`config.mk`:
```
export PLATFORM = sky130hd
export DESIGN_NAME = if_stage
export DESIGN_NICKNAME = d
export VERILOG_FILES = /design/src/rtl/if_stage.sv
export SDC_FILE = /design/constraint.sdc
export NUM_CORES = 1
export LEC_CHECK = 0
export ABC_AREA = 1
export BUFFER_PORTS_ARGS = -buffer_cell sky130_fd_sc_hd__buf_2
export CAP_MARGIN = 20
export CORE_UTILIZATION = 57
export DETAILED_ROUTE_END_ITERATION = 16
export GPL_ROUTABILITY_DRIVEN = 0
export GPL_TIMING_DRIVEN = 0
export PLACE_DENSITY = 0.91
export SLEW_MARGIN = 20
export SYNTH_ARGS = -nofsm -noshare
export SYNTH_HDL_FRONTEND = slang
export SYNTH_SLANG_ARGS = --single-unit
export TNS_END_PERCENT = 1
```
`constraint.sdc`:
```
create_clock -name clk -period 3.2 [get_ports clk]
set_input_delay 0.64 -clock clk [delete_from_list [all_inputs] [get_ports clk]]
set_output_delay 0.64 -clock clk [all_outputs]
set_load 0.01 [all_outputs]
```
`src/rtl/if_stage.sv`:
```
// Instruction-fetch stage: PC register, ROM request, one-entry skid buffer and the
// registered IF/ID boundary, with delay-slot branch redirect and exception flush.
module if_stage #(
   parameter logic [31:0] RESET_PC = 32'h0000_0000
) (
   input  logic        clk,
   input  logic        rst,
   input  logic        stall_i,
   input  logic        branch_flag_i,
   input  logic [31:0] branch_target_addr_i,
   input  logic        flush_i,
   input  logic [31:0] new_pc_i,
   output logic        rom_ce_o,
   output logic [31:0] rom_addr_o,
   input  logic [31:0] rom_data_i,
   input  logic        rom_ready_i,
   output logic [31:0] id_pc_o,
   output logic [31:0] id_inst_o,
   output logic        id_valid_o
);

   typedef enum logic [1:0] {StIdle, StFetch, StHold} state_e;

   state_e      state_q, state_d;
   logic [31:0] pc_q, pc_d;
   logic [31:0] buf_q, buf_d;
   logic        redir_pend_q, redir_pend_d;
   logic [31:0] redir_addr_q, redir_addr_d;
   logic [31:0] id_pc_q, id_pc_d;
   logic [31:0] id_inst_q, id_inst_d;
   logic        id_valid_q, id_valid_d;

   logic        take_branch;
   logic        deliver;
   logic [31:0] next_pc;

   // A branch is only sampled while ID is not stalled and no redirect is already pending.
   assign take_branch = branch_flag_i && !stall_i && !redir_pend_q;
   assign next_pc     = redir_pend_q ? redir_addr_q :
                        take_branch  ? branch_target_addr_i : pc_q + 32'd4;

   assign rom_ce_o   = (state_q == StFetch);
   assign rom_addr_o = pc_q;
   assign id_pc_o    = id_pc_q;
   assign id_inst_o  = id_inst_q;
   assign id_valid_o = id_valid_q;

   always_comb begin
      state_d      = state_q;
      pc_d         = pc_q;
      buf_d        = buf_q;
      redir_pend_d = redir_pend_q;
      redir_addr_d = redir_addr_q;
      id_pc_d      = id_pc_q;
      id_inst_d    = id_inst_q;
      id_valid_d   = id_valid_q;
      deliver      = 1'b0;

      if (flush_i) begin
         pc_d         = new_pc_i;
         buf_d        = 32'h0;
         redir_pend_d = 1'b0;
         id_pc_d      = 32'h0;
         id_inst_d    = 32'h0;
         id_valid_d   = 1'b0;
         state_d      = StFetch;
      end else begin
         unique case (state_q)
            StIdle: state_d = StFetch;
            StFetch: begin
               if (!stall_i) begin
                  id_pc_d = pc_q;
                  if (rom_ready_i) begin
                     id_inst_d  = rom_data_i;
                     id_valid_d = 1'b1;
                     deliver    = 1'b1;
                  end else begin
                     id_inst_d  = 32'h0;
                     id_valid_d = 1'b0;
                  end
               end else if (rom_ready_i) begin
                  buf_d   = rom_data_i;
                  state_d = StHold;
               end
            end
            StHold: begin
               if (!stall_i) begin
                  id_pc_d    = pc_q;
                  id_inst_d  = buf_q;
                  id_valid_d = 1'b1;
                  deliver    = 1'b1;
                  state_d    = StFetch;
               end
            end
            default: state_d = StIdle;
         endcase

         // Delivering the word at pc completes any delay slot, so the redirect is consumed.
         if (deliver) begin
            pc_d         = next_pc;
            redir_pend_d = 1'b0;
         end else if (take_branch) begin
            redir_addr_d = branch_target_addr_i;
            redir_pend_d = 1'b1;
         end
      end
   end

   always_ff @(posedge clk) begin
      if (rst) begin
         state_q      <= StIdle;
         pc_q         <= RESET_PC;
         buf_q        <= 32'h0;
         redir_pend_q <= 1'b0;
         redir_addr_q <= 32'h0;
         id_pc_q      <= 32'h0;
         id_inst_q    <= 32'h0;
         id_valid_q   <= 1'b0;
      end else begin
         state_q      <= state_d;
         pc_q         <= pc_d;
         buf_q        <= buf_d;
         redir_pend_q <= redir_pend_d;
         redir_addr_q <= redir_addr_d;
         id_pc_q      <= id_pc_d;
         id_inst_q    <= id_inst_d;
         id_valid_q   <= id_valid_d;
      end
   end

endmodule

```
==> qor.txt <==
final critical delay including setup and external delays = 2230 ps
clk sinks = 164
cell breakdown of the critical path = inv_1, ha_1, buf_6, o21ai_4, nor2_4, nand2_2, nand2_2, buf_6, o21ai_1, inv_2, o21ai_1, a21oi_1
relative slew slack = 51.8%
start point of the critical path = state_q[0]
reg-to-reg startpoint = state_q[0]
area inside the core boundary = 13200 um2
number of cells on the worst reg-to-reg path = 12
worst-path maximum fanout = 10
largest voltage drop on the vdd net = 0.367 mV
leading cell type in the layout, fill and taps excluded = sky130_fd_sc_hd__nand2_1
r2r endpoint = rom_addr_o[0]
initial antenna violation count = 0
Remaining Overflow, GRT = 0
number of setup violations in the final report = 0
Detailed Route WL = 25.6 mm
clock tree from TritonCTS = done
number of enable-type register cells in the synthesized netlist = 0
routed vias/inst = 5.84
Hold Path Class = primary input to flop
final number of hold-violating endpoints = 0
Num CTS Buffers = 17
full die area = 14000 um2
number of detailed-routing iterations run before antenna repair = 6
setup bufs post-CTS = 0
H-tree depth = 4
Total Routing Usage GR = 36.5%
fin. max-slew vios = 0
routed wl met3 = 2.87 mm
vias in the first global route = 7950
Fmax = 449 MHz
boundary pin count = 200
Netlist Area Pre-Place = 7730 um2
DRT met1 WL = 9.50 mm
setup total negative slack = 0 ps
Die Height = 118 um
clk slew on worst S/H paths = 70 ps
post-synthesis async set-or-reset flop share = 0%
uppermost routed layer = met4
average size of a mapped cell = 7.03 um2
Yosys warnings = 0
number of resized instances in the post-cts repair step = 0
chip width = 118 um
dominant register cell in the synthesized netlist = sky130_fd_sc_hd__dfxtp_1
Starting DRT DRC Count = 1420
unrepaired setup endpoints after global routing = false
critical path's largest stage delay = 400 ps
required time of the worst setup path = 3520 ps
global-route wire length before repair = 39.8 mm
ant diodes = 0
crit path launch type = flop
outcome = complete, no violations
largest net degree at the start of global routing = 17
buffer levels on the longest clock path = 2
hold-fix buffers at CTS = 0
Arrival @ worst endpoint = 2550 ps
Std-Cell Rows = 42
register-to-register setup slack = 970 ps
number of nets at the end of the flow = 1425
fraction of final layout cells with drive strength greater than 1 = 21.2%
Worst Clk Skew = 9.52 ps
Cell variety after synth = 37
proportion of synthesized chip area in sequential cells = 42.5%
Port Buf Inserts = 199
DR WL met2 = 12.1 mm
routed length per placed instance = 17.0 um
multi-input gate area in the final layout = 3800 um2
register area = 3280 um2
remaining antenna violation count after routing = 0
initial core utilization = 58.4%
CP Capture Type = flop
slowest stage cell, crit path = sky130_fd_sc_hd__dfxtp_1
insertion delay of the later-clocked pin in the worst-skew pair = 440 ps
Pwr Total = 4750 uW
Synth Register Bits = 164
number of instances in the synthesized netlist = 1100
DPL Wire Length = 18.8 mm
post-synthesis to final-layout area growth = 22.8%
transition time at the pin with the least slew margin = 723 ps
clock root buffer = sky130_fd_sc_hd__clkbuf_16
remaining design rule violation count = 0
nets in the synthesized netlist = 1207
Tcrit/Tclk final = 69.6%
cell total after placement = 1475
number of vias after detailed routing = 8803
final std cells w/o fill = 1507
worst setup path endpoint = rom_addr_o[0]
type of the worst setup path = flop to flop
fill cell instance count of the final layout = 1120
max-capacitance violation count = 0
Leakage = 0.00396 uW
leading cell types in the layout, fill and taps excluded = 241 x sky130_fd_sc_hd__nand2_1, 218 x sky130_fd_sc_hd__buf_2, 164 x sky130_fd_sc_hd__dfxtp_1, 144 x sky130_fd_sc_hd__a21oi_1, 114 x sky130_fd_sc_hd__nor2_1
PwrDens = 500 nW/um2
-- metal layers --
layer  GRT usage, %  vias up
li1               -     4120
met1           43.9     3957
met2           60.8      618
met3           8.78      108
met4           18.6        0
met5              0        -
-- power breakdown --
group / leakage, uW / switching (uW) / internal (uW) / total [uW]
sequential: 0.00133 / 74.7 / 2120 / 2190
combinational: 0.00237 / 418 / 224 / 642
clock: 0.000249 / 890 / 1020 / 1910
-- state kept, by name, indices dropped and copies added, names as in the netlist --
name          cells
buf_q            32
id_inst_o        32
id_pc_o          32
redir_addr_q     32
rom_addr_o       32
state_q           2
id_valid_o        1
redir_pend_q      1
-- metrics by stage --
step	instance area [um2]	hold WS, ps	worst slack (ps)	util [%]
2_1_floorplan	7730	425	1500	-
3_3_place_gp	8950	437	863	67.6
3_5_place_dp	8950	442	820	67.6
4_1_cts	9490	443	1050	71.7
5_1_grt	9490	460	805	71.7
6_report	9490	449	973	71.7
-- critical path, delay by kind of cell (launching register included) --
family                   cells  cell delay (ps)
AO/OA/AOI/OAI                4              710
adder cells (fa/ha/maj)      1              210
buffers and inverters        4              500
flip-flops                   1              400
AND/OR/NAND/NOR              3              300
-- cells by family (layout without fill, tap and decap cells) --
| kind of cell | Yosys count | in the layout | share of synthesized area [%] |
|---|---|---|---|
| buf+inv | 150 | 381 | 8.30 |
| xor+xnor | 8 | 8 | 0.906 |
| compound gates | 311 | 311 | 22.4 |
| flops | 164 | 164 | 42.5 |
| simple gates | 462 | 462 | 25.1 |
| fa+ha+maj | 5 | 5 | 0.809 |
-- cell type report --
cell class                 instances  share of cell area, %
clock buffer                      19                   4.67
sequential                       164                   34.6
clock inverter                    13                   1.08
tap                              176                   2.32
multi-input combinational        786                   40.1
timing repair buffer             199                   10.5
buffer                            73                   3.69
inverter                          77                   3.07
-- cell usage after synthesis, types with 2 or more instances --
library cell	count	area, um2
sky130_fd_sc_hd__inv_1	70	263
sky130_fd_sc_hd__ha_1	5	62.6
sky130_fd_sc_hd__clkbuf_1	38	143
sky130_fd_sc_hd__o21ai_0	88	440
sky130_fd_sc_hd__nor2_1	114	428
sky130_fd_sc_hd__o211ai_1	25	188
sky130_fd_sc_hd__xor2_1	8	70.1
sky130_fd_sc_hd__nand3_1	78	390
sky130_fd_sc_hd__inv_2	4	15.0
sky130_fd_sc_hd__buf_4	8	60.1
sky130_fd_sc_hd__nor2_4	5	56.3
sky130_fd_sc_hd__nor2_2	4	25.0
sky130_fd_sc_hd__o221ai_1	3	26.3
sky130_fd_sc_hd__a21oi_1	144	721
sky130_fd_sc_hd__a31oi_1	14	87.6
sky130_fd_sc_hd__buf_6	3	33.8
sky130_fd_sc_hd__clkinv_1	2	7.51
sky130_fd_sc_hd__buf_2	19	95.1
sky130_fd_sc_hd__buf_1	5	18.8
sky130_fd_sc_hd__a211oi_1	5	37.5
sky130_fd_sc_hd__a22oi_1	4	30.0
sky130_fd_sc_hd__a221oi_1	13	114
sky130_fd_sc_hd__nand4_1	5	31.3
sky130_fd_sc_hd__nand2_2	6	37.5
sky130_fd_sc_hd__nand2_1	241	905
sky130_fd_sc_hd__nor3_1	4	20.0
sky130_fd_sc_hd__o21ai_1	12	60.1
sky130_fd_sc_hd__dfxtp_1	164	3280
-- worst min path at each step --
stage                    start              end  slack [ps]  cells after the start
5_1_grt               buf_q[8]         buf_q[8]         460                      2
3_5_place_dp   redir_addr_q[8]  redir_addr_q[8]         440                      2
2_1_floorplan  redir_addr_q[5]  redir_addr_q[5]         420                      2
3_3_place_gp   redir_addr_q[5]  redir_addr_q[5]         440                      2
4_1_cts          rom_data_i[5]         buf_q[5]         440                      3
6_report        rom_data_i[20]        buf_q[20]         450                      3
Note: power is estimated with default switching activity, not from simulation.
